==> src/rtl/operand_loader.sv <==
// Operand entry for a small ALU: a debounced pushbutton steps through A, B and
// function capture, then holds the operand set until the consumer accepts it.
module operand_loader #(
    parameter int DEBOUNCE_CYCLES = 4
) (
    input  logic       clk_2,
    input  logic       reset_n,
    input  logic [2:0] sw_data,
    input  logic       enter,
    input  logic       cancel,
    input  logic       out_ready,
    output logic [2:0] op_a,
    output logic [2:0] op_b,
    output logic [1:0] op_f,
    output logic       out_valid,
    output logic [1:0] state_dbg,
    output logic [3:0] drop_cnt
);

    typedef enum logic [1:0] {
        S_A   = 2'b00,
        S_B   = 2'b01,
        S_F   = 2'b10,
        S_OUT = 2'b11
    } state_t;

    localparam logic [3:0] CNT_LAST = 4'(DEBOUNCE_CYCLES - 1);

    state_t     state;
    logic       enter_p0;
    logic       enter_p1;
    logic       deb;
    logic [3:0] cnt;
    logic       press_p2;

    function automatic logic [3:0] sat_inc4(input logic [3:0] v);
        return (v == 4'hF) ? v : v + 4'd1;
    endfunction

    // Stage 0/1: synchronizer; stage 2: debounce and rising-edge press pulse
    always_ff @(posedge clk_2 or negedge reset_n) begin
        if (!reset_n) begin
            enter_p0 <= 1'b0;
            enter_p1 <= 1'b0;
            deb      <= 1'b0;
            cnt      <= 4'd0;
            press_p2 <= 1'b0;
        end else begin
            enter_p0 <= enter;
            enter_p1 <= enter_p0;
            press_p2 <= 1'b0;
            if (enter_p1 == deb) begin
                cnt <= 4'd0;
            end else if (cnt == CNT_LAST) begin
                deb      <= enter_p1;
                cnt      <= 4'd0;
                press_p2 <= enter_p1;
            end else begin
                cnt <= cnt + 4'd1;
            end
        end
    end

    // Stage 3: operand capture FSM; cancel outranks every other event
    always_ff @(posedge clk_2 or negedge reset_n) begin
        if (!reset_n) begin
            state     <= S_A;
            op_a      <= 3'd0;
            op_b      <= 3'd0;
            op_f      <= 2'd0;
            out_valid <= 1'b0;
            drop_cnt  <= 4'd0;
        end else if (cancel) begin
            state     <= S_A;
            out_valid <= 1'b0;
        end else begin
            case (state)
                S_A: begin
                    if (press_p2) begin
                        op_a  <= sw_data;
                        state <= S_B;
                    end
                end
                S_B: begin
                    if (press_p2) begin
                        op_b  <= sw_data;
                        state <= S_F;
                    end
                end
                S_F: begin
                    if (press_p2) begin
                        op_f      <= sw_data[1:0];
                        state     <= S_OUT;
                        out_valid <= 1'b1;
                    end
                end
                S_OUT: begin
                    if (press_p2) begin
                        drop_cnt <= sat_inc4(drop_cnt);
                    end
                    if (out_valid && out_ready) begin
                        state     <= S_A;
                        out_valid <= 1'b0;
                    end
                end
                default: begin
                    state     <= S_A;
                    out_valid <= 1'b0;
                end
            endcase
        end
    end

    assign state_dbg = state;

endmodule

==> config.mk <==
export PLATFORM = sky130hd
export DESIGN_NAME = operand_loader
export DESIGN_NICKNAME = d
export VERILOG_FILES = /design/src/rtl/operand_loader.sv
export SDC_FILE = /design/constraint.sdc
export NUM_CORES = 1
export LEC_CHECK = 0
export BUFFER_PORTS_ARGS = -buffer_cell sky130_fd_sc_hd__buf_4
export CELL_PAD_IN_SITES_DETAIL_PLACEMENT = 0
export CELL_PAD_IN_SITES_GLOBAL_PLACEMENT = 2
export CORE_MARGIN = 5
export CORE_UTILIZATION = 35
export CTS_BUF_LIST = sky130_fd_sc_hd__clkbuf_4
export CTS_CLUSTER_SIZE = 16
export DETAILED_ROUTE_END_ITERATION = 10
export GPL_TIMING_DRIVEN = 0
export PLACE_DENSITY_LB_ADDON = 0.25
export SKIP_LAST_GASP = 1
export SLEW_MARGIN = 0
export SYNTH_ARGS = -nofsm -noshare
export SYNTH_HDL_FRONTEND = slang
export SYNTH_SLANG_ARGS = --single-unit
export TNS_END_PERCENT = 30
==> constraint.sdc <==
create_clock -name clk_2 -period 2.05 [get_ports clk_2]
set_input_delay 0.3075 -clock clk_2 [delete_from_list [all_inputs] [get_ports clk_2]]
set_output_delay 0.3075 -clock clk_2 [all_outputs]
set_load 0.02 [all_outputs]
==> impl_summary.txt <==
----------------------------------------------------
[Status]
  Outcome ... complete, no violations

[Synth]
  Mean cell area of the mapped netlist ... 13.3 µm²
  Combinational family with the most area after synthesis ... simple AND/OR/NAND/NOR gates
  Post-synthesis instance area ... 1120 µm²
  Seq cells post-synth ... 23
  Portion of netlist area occupied by mux cells ... 0.152
  Warning count from the yosys run ... 0
  Share of the synthesized area in compound gates (AO/OA/AOI/OAI) ... 0.0504
  Gate Count Post-Synth ... 84
  Fraction of the yosys area taken by sequential cells ... 0.516
  Synth Net Count ... just under 100
  Simple-gate share of the synthesized area ... 0.158
  Count of unique library cells instantiated by Yosys ... 29
  XOR/XNOR Fraction of Synth Area ... 0.0235
  Adder-cell share of the synthesized area ... 0.0785

[Power]
  Pint ... 0.000805 W
  Total chip power ... 0.00119 W
  Sw Ratio ... 0.322
  Pleak ... about 0.7 nW
  Sequential share of power ... 0.494
  Peak ir drop on the vdd network ... 0.387 mV
  Power per Cell Area ... 864 nW/µm²
  Psw ... ~0.00038 W
  Clk network pwr share ... 0.178
  Part of the total power dissipated in combinational logic ... 0.328

[Worst setup path]
  Slowest cell on the critical path ... sky130_fd_sc_hd__dfrtp_1
  Chain of cells forming the critical path ... inv_1 -> ha_1 -> nor3_1 -> a2bb2oi_1 -> mux2i_1
  Type of the worst setup path ... reg -> reg
  Timing startpoint of the critical path ... state_dbg[0]
  Source of the worst register-to-register timing path ... state_dbg[0]
  Worst path required time ... approximately 2.3 ns
  Data arrival time of the critical path ... 1.88 ns
  Setup slack of the most critical reg-to-reg path ... 0.40 ns
  Largest fanout on the critical path ... 5
  Crit path capture type ... flop
  Worst reg2reg path endpoint ... state_dbg[1]
  Crit path buffers/inverters ... 1
  Cell family with most CP delay ... flip-flops
  Stage delay of the slowest cell on the critical path ... between 0.4 and 0.5 ns
  R2R depth ... 5
  Launching element type of the critical path ... flop

[STA]
  Hold Violations, Final ... 0
  Sum Neg Setup Slack ... 0 ns
  Fmax ... 0.608 GHz
  Setup repair after global routing missed its margin ... no
  Actual slew at the worst max-slew pin ... ~0.36 ns
  Setup violators final ... 0
  Number of max-slew violations in the final report ... 0
  Clock Skew ... 0.00704 ns
  Slew HR ... 0.756
  Tightest hold margin ... roughly 0.10 ns
  Post-layout minimum cycle time ... approximately 1.6 ns
  Share of the cycle needed by the critical path after routing ... 0.803

[Clock tree]
  Number of clock buffers inserted by TritonCTS ... 3
  Cell chosen for the clock root ... sky130_fd_sc_hd__clkbuf_4
  Maximum number of buffers from clock root to sink ... 2
  Reg clk slew, reported paths ... approximately 0.13 ns
  CTS tree ... done
  Clock Sinks ... 23
  CTS resizes ... 0
  H-tree levels ... 1
  Later-pin clock latency in the skew report ... 0.31 ns

[GRT]
  Vias in the first global route ... 740
  Overall routing resource usage ... 0.0958
  Most utilized layer in the global route result ... met2
  Aggregate global routing overflow ... 0
  Met2 track utilization from global routing ... 0.166
  Largest net degree at the start of global routing ... 24
  Met1 track demand over resource ... 0.118
  First-pass GRT wire length ... approximately 3300 µm
  Met3 layer usage reported by global route ... 0.0253
  Initial antenna violation count ... 0

[Layout]
  Total inserted antenna cells ... 0
  Commonest cells after routing, fill and taps aside ... sky130_fd_sc_hd__dfrtp_1 (23), sky130_fd_sc_hd__buf_4 (22), sky130_fd_sc_hd__mux2_4 (7), sky130_fd_sc_hd__ha_1 (7)
  Share of the core filled with cells ... 0.450
  Fraction of final layout cells with drive strength greater than 1 ... 0.396
  Final #Nets ... 127
  Most frequent standard cell in the layout excluding fill and tap cells ... sky130_fd_sc_hd__dfrtp_1
  Filler cell count ... roughly 300
  Area grow syn2layout ... 23.1%

[Die]
  Area of the placeable core ... 3050 µm²
  Row count ... 20
  Height of the die ... roughly 66 µm
  Count of pins on the block boundary ... 23
  Die Outline Area ... about 4400 µm²
  Effective utilization at floorplan ... 0.366
  Die extent in x ... approximately 66 µm

[Route]
  Average wire per cell in the routed design ... roughly 12 µm
  Routed WL ... 1880 µm
  Iteration-0 DRC Markers ... 31
  Drt drc ... 0
  Drt pass-1 iters ... 4
  Detailed-route vias per instance ... roughly 4.4
  Number of nets with antenna violations after detailed routing ... 0
  Via count ... approximately 690

[Place]
  Final weighted congestion in routability-driven placement ... just over 0.7
  HPWL after DPL ... between 1000 and 1500 µm
  Count of input and output buffers ... 22

[Worst hold path]
  Hold crit path type ... in -> reg
  Hold path startpoint ... enter
  WHS Path Cells ... 1
  Worst-case hold path end point ... enter_p0

[Flow run]
  Reported max-cap violation count ... 0

----------------------------------------------------
-- logic make-up after synthesis --
family,Yosys count
xor+xnor,3
simple gates,26
mux,13
buf+inv,4
flops,23
compound gates,8
fa+ha+maj,7
-- synthesized netlist by cell type (all sizes together) --
cell type	count	share of area
a21oi	1	0.0045
a31oi	2	0.011
nor2b	5	0.030
dfrtp	23	0.52
nor3	2	0.0090
xnor2	2	0.016
a41oi	2	0.016
and3b	1	0.0078
and3	1	0.0056
and2b	1	0.0067
ha	7	0.078
o21bai	1	0.0067
nand2	7	0.044
xor2	1	0.0078
nor3b	1	0.0067
nand3	3	0.025
o21ai	1	0.0045
nor2	2	0.0067
buf	1	0.010
inv	2	0.0067
mux2	11	0.13
mux2i	2	0.018
nand2b	3	0.017
clkbuf	1	0.0045
a2bb2oi	1	0.0078
-- what timing repair did --
action | in CTS | in global routing
hold buffers | 1 | 0
buffers inserted | 0 | 0
endpoints found under the hold margin | 23 | 0
-- layout make-up --
cell class	count	area, µm²	area share
clock buffers	3	22.5	0.0164
plain buffers	2	16.3	0.0118
inverters	2	7.51	0.00546
repair buffers	23	175	0.128
clock inverters	1	5.00	0.00364
multi-input cells	57	517	0.376
well taps	44	55.1	0.0401
flip-flops and latches	23	576	0.419
-- worst register-to-register path, cell delays in order, from the launching register on --
cell                        delay [ns]
sky130_fd_sc_hd__dfrtp_1          0.45
sky130_fd_sc_hd__inv_1            0.11
sky130_fd_sc_hd__ha_1             0.28
sky130_fd_sc_hd__nor3_1           0.23
sky130_fd_sc_hd__a2bb2oi_1        0.30
sky130_fd_sc_hd__mux2i_1          0.22
-- power by group through the flow --
| stage | registers, W | clock network [W] | logic (W) |
|---|---|---|---|
| 6_report | 0.000586 | 0.000212 | 0.000389 |
| 5_1_grt | 0.000601 | 0.000246 | 0.000426 |
| 4_1_cts | 0.000588 | 0.000222 | 0.000399 |
| 3_5_place_dp | 0.000597 | 0 | 0.000394 |
| 3_3_place_gp | 0.000594 | 0 | 0.000396 |
| 2_1_floorplan | 0.000644 | 0 | 0.000211 |
-- state kept, by name, indices dropped and copies added (netlist names), 2 cells and up --
name,flops
cnt,4
drop_cnt,4
op_a,3
op_b,3
op_f,2
state_dbg,2
-- metal layers --
layer  share of wire  vias to the layer above
li1                -                      343
met1            0.45                      331
met2            0.51                       12
met3           0.035                        0
met4               0                        0
met5               0                        -
-- worst max path at each step --
| stage | to | cells after the start |
|---|---|---|
| after floorplan | state_dbg[0] | 5 |
| after global placement | state_dbg[0] | 5 |
| after detailed placement | state_dbg[1] | 5 |
| after CTS | state_dbg[1] | 5 |
| after global routing | state_dbg[1] | 5 |
| final | state_dbg[1] | 5 |
-- metrics by stage --
step | area [µm²] | setup slack [ns] | cells
2_1_floorplan | 1120 | 0.453 | 84
3_3_place_gp | 1340 | 0.402 | 150
3_5_place_dp | 1340 | 0.394 | 150
4_1_cts | 1370 | 0.356 | 155
5_1_grt | 1370 | 0.212 | 155
6_report | 1370 | 0.405 | 155
(Power assumes the default switching activity.)
